**config.mk**
```make
export PLATFORM = sky130hd
export DESIGN_NAME = interrupt_controller_flat
export DESIGN_NICKNAME = d
export VERILOG_FILES = /design/src/rtl/interrupt_controller_if.sv /design/src/rtl/interrupt_controller.sv /design/src/flat_wrapper.sv
export SDC_FILE = /design/constraint.sdc
export NUM_CORES = 1
export LEC_CHECK = 0
export ABC_AREA = 0
export CAP_MARGIN = 40
export CORE_MARGIN = 2
export CORE_UTILIZATION = 52
export CTS_BUF_LIST = sky130_fd_sc_hd__clkbuf_16
export CTS_CLUSTER_SIZE = 24
export DETAILED_ROUTE_END_ITERATION = 6
export PLACE_DENSITY = 0.94
export SYNTH_ARGS = -nofsm -noshare
export SYNTH_HDL_FRONTEND = slang
export SYNTH_SLANG_ARGS = --single-unit
```
**constraint.sdc**
```tcl
create_clock -name CLK -period 3.3 [get_ports CLK]
set_clock_uncertainty 0.15 [all_clocks]
set_input_delay 0.66 -clock CLK [delete_from_list [all_inputs] [get_ports CLK]]
set_output_delay 0.66 -clock CLK [all_outputs]
set_load 0.02 [all_outputs]
```
**src/rtl/interrupt_controller_if.sv**
```systemverilog
// CPU-side bus for the interrupt controller: request lines, I-flag control,
// acknowledge, and the IN/OUT port-space access signals.
interface interrupt_controller_if #(
    parameter int unsigned NUM_SRC = 8
);
    logic [NUM_SRC-1:0] IRQ;
    logic               I_SET;
    logic               I_CLR;
    logic               INT_ACK;
    logic               IO_STRB;
    logic [7:0]         PORT_ID;
    logic [7:0]         OUT_PORT;
    logic               INTERUPT;
    logic               I_FLAG;
    logic [2:0]         IRQ_ID;
    logic [7:0]         IN_DATA;
    logic               IN_HIT;

    modport slave (
        input  IRQ, I_SET, I_CLR, INT_ACK, IO_STRB, PORT_ID, OUT_PORT,
        output INTERUPT, I_FLAG, IRQ_ID, IN_DATA, IN_HIT
    );

    modport master (
        output IRQ, I_SET, I_CLR, INT_ACK, IO_STRB, PORT_ID, OUT_PORT,
        input  INTERUPT, I_FLAG, IRQ_ID, IN_DATA, IN_HIT
    );
endinterface

```
**src/rtl/interrupt_controller.sv**
```systemverilog
// Interrupt controller for the RAT CPU: synchronises and edge-detects up to 8
// request lines, latches them as pending, and raises one masked request.
module interrupt_controller #(
    parameter int unsigned NUM_SRC = 8,
    parameter logic [7:0]  MASK_ID = 8'h20,
    parameter logic [7:0]  PEND_ID = 8'h21,
    parameter logic [7:0]  ID_ID   = 8'h22
) (
    input  logic                   CLK,
    input  logic                   RESET_N,
    interrupt_controller_if.slave  bus
);
    localparam logic [7:0] SRC_MASK = 8'((16'd1 << NUM_SRC) - 16'd1);

    logic [7:0] irq_ext;
    logic [7:0] s1_q, s1_d;
    logic [7:0] s2_q, s2_d;
    logic [7:0] s3_q, s3_d;
    logic [7:0] pend_q, pend_d;
    logic [7:0] mask_q, mask_d;
    logic       iflag_q, iflag_d;
    logic [2:0] irq_id_q, irq_id_d;

    logic [7:0] edge_det;
    logic [7:0] active;
    logic [7:0] ack_onehot;
    logic [2:0] ack_idx;
    logic       ack_fire;
    logic       wr_mask;
    logic       wr_pend;
    logic [7:0] clr;

    always_comb begin
        irq_ext = '0;
        irq_ext[NUM_SRC-1:0] = bus.IRQ;
    end

    assign edge_det = s2_q & ~s3_q;
    assign active   = pend_q & mask_q;
    assign ack_fire = bus.INT_ACK & (|active);
    assign wr_mask  = bus.IO_STRB & (bus.PORT_ID == MASK_ID);
    assign wr_pend  = bus.IO_STRB & (bus.PORT_ID == PEND_ID);

    // Isolate the lowest set bit of active: lowest index has priority.
    assign ack_onehot = active & (~active + 8'd1);

    always_comb begin
        ack_idx = '0;
        for (int unsigned i = 8; i > 0; i--) begin
            if (active[i-1]) ack_idx = 3'(i - 1);
        end
    end

    always_comb begin
        s1_d = irq_ext;
        s2_d = s1_q;
        s3_d = s2_q;

        clr = '0;
        if (ack_fire) clr = clr | ack_onehot;
        if (wr_pend)  clr = clr | bus.OUT_PORT;
        // Set wins over clear so an edge coinciding with a clear is never lost.
        pend_d = ((pend_q & ~clr) | edge_det) & SRC_MASK;

        mask_d = mask_q;
        if (wr_mask) mask_d = bus.OUT_PORT & SRC_MASK;

        iflag_d = iflag_q;
        if (bus.I_CLR)      iflag_d = 1'b0;
        else if (bus.I_SET) iflag_d = 1'b1;

        irq_id_d = irq_id_q;
        if (ack_fire) irq_id_d = ack_idx;
    end

    always_ff @(posedge CLK) begin
        if (!RESET_N) begin
            s1_q     <= '0;
            s2_q     <= '0;
            s3_q     <= '0;
            pend_q   <= '0;
            mask_q   <= '0;
            iflag_q  <= 1'b0;
            irq_id_q <= '0;
        end else begin
            s1_q     <= s1_d;
            s2_q     <= s2_d;
            s3_q     <= s3_d;
            pend_q   <= pend_d;
            mask_q   <= mask_d;
            iflag_q  <= iflag_d;
            irq_id_q <= irq_id_d;
        end
    end

    assign bus.INTERUPT = iflag_q & (|active);
    assign bus.I_FLAG   = iflag_q;
    assign bus.IRQ_ID   = irq_id_q;

    always_comb begin
        bus.IN_HIT  = 1'b0;
        bus.IN_DATA = '0;
        if (bus.PORT_ID == MASK_ID) begin
            bus.IN_HIT  = 1'b1;
            bus.IN_DATA = mask_q;
        end else if (bus.PORT_ID == PEND_ID) begin
            bus.IN_HIT  = 1'b1;
            bus.IN_DATA = pend_q;
        end else if (bus.PORT_ID == ID_ID) begin
            bus.IN_HIT  = 1'b1;
            bus.IN_DATA = {5'b0, irq_id_q};
        end
    end
endmodule

```
**src/flat_wrapper.sv**
```systemverilog
// flat-port wrapper written by rule: the top's interface ports become plain ports
module interrupt_controller_flat 
#(
    parameter int unsigned NUM_SRC = 8,
    parameter logic [7:0]  MASK_ID = 8'h20,
    parameter logic [7:0]  PEND_ID = 8'h21,
    parameter logic [7:0]  ID_ID   = 8'h22
)
  (CLK, RESET_N, bus_IRQ, bus_I_SET, bus_I_CLR, bus_INT_ACK, bus_IO_STRB, bus_PORT_ID, bus_OUT_PORT, bus_INTERUPT, bus_I_FLAG, bus_IRQ_ID, bus_IN_DATA, bus_IN_HIT);
  interrupt_controller_if #(.NUM_SRC(NUM_SRC)) bus_i ();
  input  logic CLK;
  input  logic RESET_N;
  input wire logic [$bits(bus_i.IRQ)-1:0] bus_IRQ;
  input wire logic [$bits(bus_i.I_SET)-1:0] bus_I_SET;
  input wire logic [$bits(bus_i.I_CLR)-1:0] bus_I_CLR;
  input wire logic [$bits(bus_i.INT_ACK)-1:0] bus_INT_ACK;
  input wire logic [$bits(bus_i.IO_STRB)-1:0] bus_IO_STRB;
  input wire logic [$bits(bus_i.PORT_ID)-1:0] bus_PORT_ID;
  input wire logic [$bits(bus_i.OUT_PORT)-1:0] bus_OUT_PORT;
  output wire logic [$bits(bus_i.INTERUPT)-1:0] bus_INTERUPT;
  output wire logic [$bits(bus_i.I_FLAG)-1:0] bus_I_FLAG;
  output wire logic [$bits(bus_i.IRQ_ID)-1:0] bus_IRQ_ID;
  output wire logic [$bits(bus_i.IN_DATA)-1:0] bus_IN_DATA;
  output wire logic [$bits(bus_i.IN_HIT)-1:0] bus_IN_HIT;
  assign bus_i.IRQ = bus_IRQ;
  assign bus_i.I_SET = bus_I_SET;
  assign bus_i.I_CLR = bus_I_CLR;
  assign bus_i.INT_ACK = bus_INT_ACK;
  assign bus_i.IO_STRB = bus_IO_STRB;
  assign bus_i.PORT_ID = bus_PORT_ID;
  assign bus_i.OUT_PORT = bus_OUT_PORT;
  assign bus_INTERUPT = bus_i.INTERUPT;
  assign bus_I_FLAG = bus_i.I_FLAG;
  assign bus_IRQ_ID = bus_i.IRQ_ID;
  assign bus_IN_DATA = bus_i.IN_DATA;
  assign bus_IN_HIT = bus_i.IN_HIT;
  interrupt_controller #(.NUM_SRC(NUM_SRC), .MASK_ID(MASK_ID), .PEND_ID(PEND_ID), .ID_ID(ID_ID)) u_core (.CLK(CLK), .RESET_N(RESET_N), .bus(bus_i));
endmodule
```
# Word-level counts from Yosys, hierarchy flattened
# Index checks and enable logic that the tools add are counted.
# classes
n_addsub,1
n_eq_ne,3
mux,16
bitwise,14
n_reduce_logical,2
# ops
op,n
8-bit AND,4
8-bit 2-to-1 mux,4
3-bit 2-to-1 mux,9
"8-bit by 6-bit equality test with 1-bit output, second input constant",3
8-bit inverter,3
8-bit bitwise OR,2
"8-bit by 1-bit adder with 8-bit output, second input constant",1
8-bit OR reduction,1
1-bit AND,4
1-bit 2-to-1 mux,3
2-bit OR reduction,1
1-bit inverter,1
# word_totals
reg_bits,44
inputBits,30
output_inout_bits,14
elab_cells,43

# Depth between registers and ports, before layout
# Gate-level depths: netlist of run 1.
# logic_depth
word_depth,10
ltp_mapped,5
mapped_depth_nobuf,4

# Least setup slack after synthesis of run 1
# No wires, ideal clock.
# synth_timing
path_type,input to output
startpoint,in bus_PORT_ID[3]
endpoint,out bus_IN_HIT
t_arrival_ns,1.515
t_required_ns,2.490
slack_ns,0.975
stages,3
n_path_buf,0
cell_sequence,nor4b_2 -> nand2_1 -> a21oi_1
# synth_via
elab_chain_cells,4
word_cells_on_any_way,6
cone_classes,eq/ne (3); mux (3)
# synth_lines
item,line_no,source
"start, declared",flat_wrapper.sv:18,input wire logic [$bits(bus_i.PORT_ID)-1:0] bus_PORT_ID;
8-bit by 6-bit equality test with 1-bit output,interrupt_controller.sv:109,end else if (bus.PORT_ID == ID_ID) begin
1-bit 2-to-1 mux,interrupt_controller.sv:109,
1-bit 2-to-1 mux,interrupt_controller.sv:106,end else if (bus.PORT_ID == PEND_ID) begin
1-bit 2-to-1 mux (*),interrupt_controller.sv:103,if (bus.PORT_ID == MASK_ID) begin
"end, declared",flat_wrapper.sv:24,output wire logic [$bits(bus_i.IN_HIT)-1:0] bus_IN_HIT;
# Mark *: on every way between the ends. The rest lies on a longest branch, timed or not.

# Worst setup path in the final report of run 1
# layout_timing
startpoint,in bus_PORT_ID[3]
endpoint,out bus_IN_DATA[5]
# layout_via
elab_chain_cells,3
word_cells_on_any_way,4
cone_classes,eq/ne (2); mux (2)
# layout_lines
item,line_no,source
8-bit by 6-bit equality test with 1-bit output,interrupt_controller.sv:106,
8-bit 2-to-1 mux,interrupt_controller.sv:106,
8-bit 2-to-1 mux (*),interrupt_controller.sv:103,
"end, declared",flat_wrapper.sv:23,output wire logic [$bits(bus_i.IN_DATA)-1:0] bus_IN_DATA;
# Marked as above.

==> reports/summary.md, run 1 <==
Counting flops and latches in the post-synthesis netlist gives 44. In this run the cell area of the synthesized design comes to 0.00177 sq mm. For the total power, the log shows 1.20 mW. The number of clock buffers added by TritonCTS is 5. For this block, the initial DRC count from the detailed router was 59. The worst path uses 96.3% of the clock period. The initial utilization of the core area, before any placement, comes to 53.6%. The average cell area after synthesis is 9.44 sq um, and the total of hold buffers inserted after clock tree synthesis is 0.

The leakage power summed over all cells is 1.09 nW. Subtracting the final worst setup slack from the clock period gives 3.18 ns. The top cell types in the final layout, fill and taps aside, are sky130_fd_sc_hd__dfxtp_1, sky130_fd_sc_hd__clkdlybuf4s50_1, sky130_fd_sc_hd__nand2_1, sky130_fd_sc_hd__and2_1, sky130_fd_sc_hd__mux2i_1.

Dominant synthesized flop cell: sky130_fd_sc_hd__dfxtp_1. The run gives 2 as the count of H-tree levels built during CTS. The placed instance count is 274.

The run gives 0.406 mV as the peak ir drop on the vdd network. The number of different library cells used by synthesis comes to 30. The clock passes through at most 2 buffers. Data arrives at the worst endpoint at 2.37 ns. The family with the most delay on the worst path is buffers and inverters. In this run the power density over the cells is 487 mW/mm^2. The tools report the number of design rule violations left after detail routing as 1.

The reg-to-reg startpoint was u_core.mask_q[5]. The synthesized design contains 0 enable-type register cells. The number of placed I/O pins is 44. For the final-layout setup total negative slack, the log shows 0 ns. The count of antenna diodes in the layout is 0. Setup repair after global routing left no endpoint under its margin.

For this run, the top clock speed supported by timing is 0.315 GHz. In the final layout, the share of cells above drive strength 1 is 6.78%. The run gives 0 as the final hold violation count. The yosys synthesis warning count is 0.

Synthesis-to-layout area growth: 38.4%. The run finished, with violations left. The number of antenna violations at the first check in global routing is 0.

The maximum single-stage delay on the critical path was 0.60 ns; the number of maximum-capacitance constraint violations was 0. Tracing the worst setup path back leads to its startpoint at bus_PORT_ID[3]. The clock slew seen by the registers of the worst setup and hold paths is 0.06 ns. The signal on the critical path passes through clkdlybuf4s50_1, nor4b_4, nand2_1, nor2_1, clkdlybuf4s50_1. Entering global routing, the biggest net connects 24 pins. The die is 62.4 um tall.

The number of max-slew violations in the final report is 0, and the final routed wire length divided by cell count is 13.3 um. The tools report the number of iterations in the first detailed-routing pass as 6. The run gives 1494 as the routed via count.

Cell with the largest stage delay on the worst path: sky130_fd_sc_hd__clkdlybuf4s50_1. For the worst setup margin, the log shows 0.123 ns. The final cell count without fillers is 282, and the quantity of I/O buffers inserted on ports is 43. The number of buffer and inverter stages on the critical path is 2.

The number of global-route vias before repair came out at 1421. The path class of the tightest hold or removal check is reg -> reg. Measured against its own limit, the worst slew margin works out to 63.5%. The first global-routing pass estimated 6320 um of wire. STA classifies the critical path endpoint as a primary output. The total overflow left after global routing is 0. The final reports fail on DRC.

The run gives 218 as the number of nets in the synthesized netlist. The fraction of registers with async set or reset after synthesis is 0%, and the placed wire-length estimate is 2590 um. The utilization of the core after routing is 74.1%.

The logs give 0 for the remaining number of nets flagged by the antenna check after routing and 3740 um for the wire length reported by the detailed router. The die covers 0.00390 sq mm. After synthesis, flip-flops and latches occupy 49.6% of the total area. The clock latency at the later pin of the worst-skew pair was 0.28 ns. Using the TritonRoute via totals, the vias-per-cell ratio works out to 5.30. The dominant cell type by count on the critical path was sky130_fd_sc_hd__clkdlybuf4s50_1. The congestion estimate from routability-driven global placement came to 0.827. The library cell used most frequently in the layout, excluding fill and tap cells, is sky130_fd_sc_hd__dfxtp_1. In this run the worst path has a maximum fanout of 5. After floorplanning, the core was sized to cover 0.00331 sq mm. The total track usage was 20.4%; the final-stage net count was 265. The tools report the setup violation total in the final timing report as 0. The root cell of the clock tree was sky130_fd_sc_hd__clkbuf_16.

For the post-synthesis cell count, the log shows 188. The transition time at the pin with the least slew margin is 0.545 ns, and the hold slack is 0.253 ns. The worst setup path is launched from an input port. Prior to clock tree synthesis, the placed netlist has a worst setup slack of 0.0195 ns. In this run the core area contains 21 standard-cell rows. In this run the horizontal extent of the chip is 62.4 um.

For flop-to-flop paths, the worst setup slack is 1.50 ns. In this run the cell area measured after placement is 0.00227 sq mm. Category of the most critical setup path: in -> out. After routing the design area is 0.00245 sq mm.

The tree built by TritonCTS fans out to 44 sinks. STA puts the critical path data required time at 2.49 ns. In this run the most critical hold path is launched from u_core.s3_q[1].

TritonCTS built the clock tree.
==> layer usage <==
layer	share of wire, %	wire (um)	up-vias	track usage, %
li1	-	-	752	-
met1	43	1610	679	24.1
met2	49	1830	54	33.3
met3	6.1	228	9	7.03
met4	2.0	74	0	9.72
met5	0	0	-	0
==> what timing repair did <==
action	CTS	global route
hold endpoints to repair	0	0
buffers inserted	0	0
endpoints found under the setup margin	0	7
gates resized for setup	0	5
==> cell type report <==
cell class                 instances  area (sq um)
multi-input combinational        131           855
timing repair buffer              48           475
clock inverter                     3          42.5
sequential                        44           881
tap                               46          57.6
clock buffer                       5           125
inverter                           5          18.8
fill                             236           856
==> cell families after synthesis <==
logic type             synth area share (%)
AO/OA/AOI/OAI                          13.8
AND/OR/NAND/NOR                        24.5
multiplexers                           9.03
flip-flops                             49.6
buffers and inverters                  2.96
==> registers in the layout (all words and copies together) (netlist names) <==
register,flops
u_core.s2_q,8
u_core.s1_q,8
u_core.mask_q,8
u_core.bus.I_FLAG,1
u_core.s3_q,8
u_core.bus.IRQ_ID,3
u_core.pend_q,8
==> where the power goes <==
part           internal, mW  switching [mW]  total (mW)  leakage (nW)
Clock                 0.355           0.198       0.553        0.0798
Combinational        0.0528          0.0309      0.0837         0.649
Sequential            0.549          0.0105       0.560         0.360
Total                 0.957           0.239        1.20          1.09
==> worst paths after layout <==
kind,to,cells after the start
setup / recovery,bus_IN_DATA[5],5
hold / removal,u_core.pend_q[1],1
setup reg to reg,u_core.pend_q[0],4
hold reg to reg,u_core.pend_q[1],1
==> cell usage after synthesis (2+ instances only) <==
cell type                  count  share of area, %
sky130_fd_sc_hd__a41o_1        4               2.3
sky130_fd_sc_hd__dfxtp_1      44                50
sky130_fd_sc_hd__a221o_1       4               2.3
sky130_fd_sc_hd__o21ai_0       5               1.4
sky130_fd_sc_hd__a21oi_1       5               1.4
sky130_fd_sc_hd__buf_2         3              0.85
sky130_fd_sc_hd__and2_1       21               7.4
sky130_fd_sc_hd__nand2_1      22               4.7
sky130_fd_sc_hd__nand3_1       4               1.1
sky130_fd_sc_hd__inv_1         5               1.1
sky130_fd_sc_hd__nor2b_1      14               4.9
sky130_fd_sc_hd__nor2_1       14               3.0
sky130_fd_sc_hd__a22oi_1       4               1.7
sky130_fd_sc_hd__a22o_1        2              0.99
sky130_fd_sc_hd__clkbuf_1      5               1.1
sky130_fd_sc_hd__nor3_1        3              0.85
sky130_fd_sc_hd__mux2i_1      16               9.0
No activity file was read; power rests on OpenSTA's default activity.
==> run 2: changes to the inputs <==
--- a/config.mk
+++ b/config.mk
@@ -13,6 +13,7 @@
 export CTS_CLUSTER_SIZE = 24
 export DETAILED_ROUTE_END_ITERATION = 6
 export PLACE_DENSITY = 0.94
+export SKIP_LAST_GASP = 1
 export SYNTH_ARGS = -nofsm -noshare
 export SYNTH_HDL_FRONTEND = slang
 export SYNTH_SLANG_ARGS = --single-unit
==> results of run 2 <==
No change in the layout: final DEF, timing and power equal those of run 1.
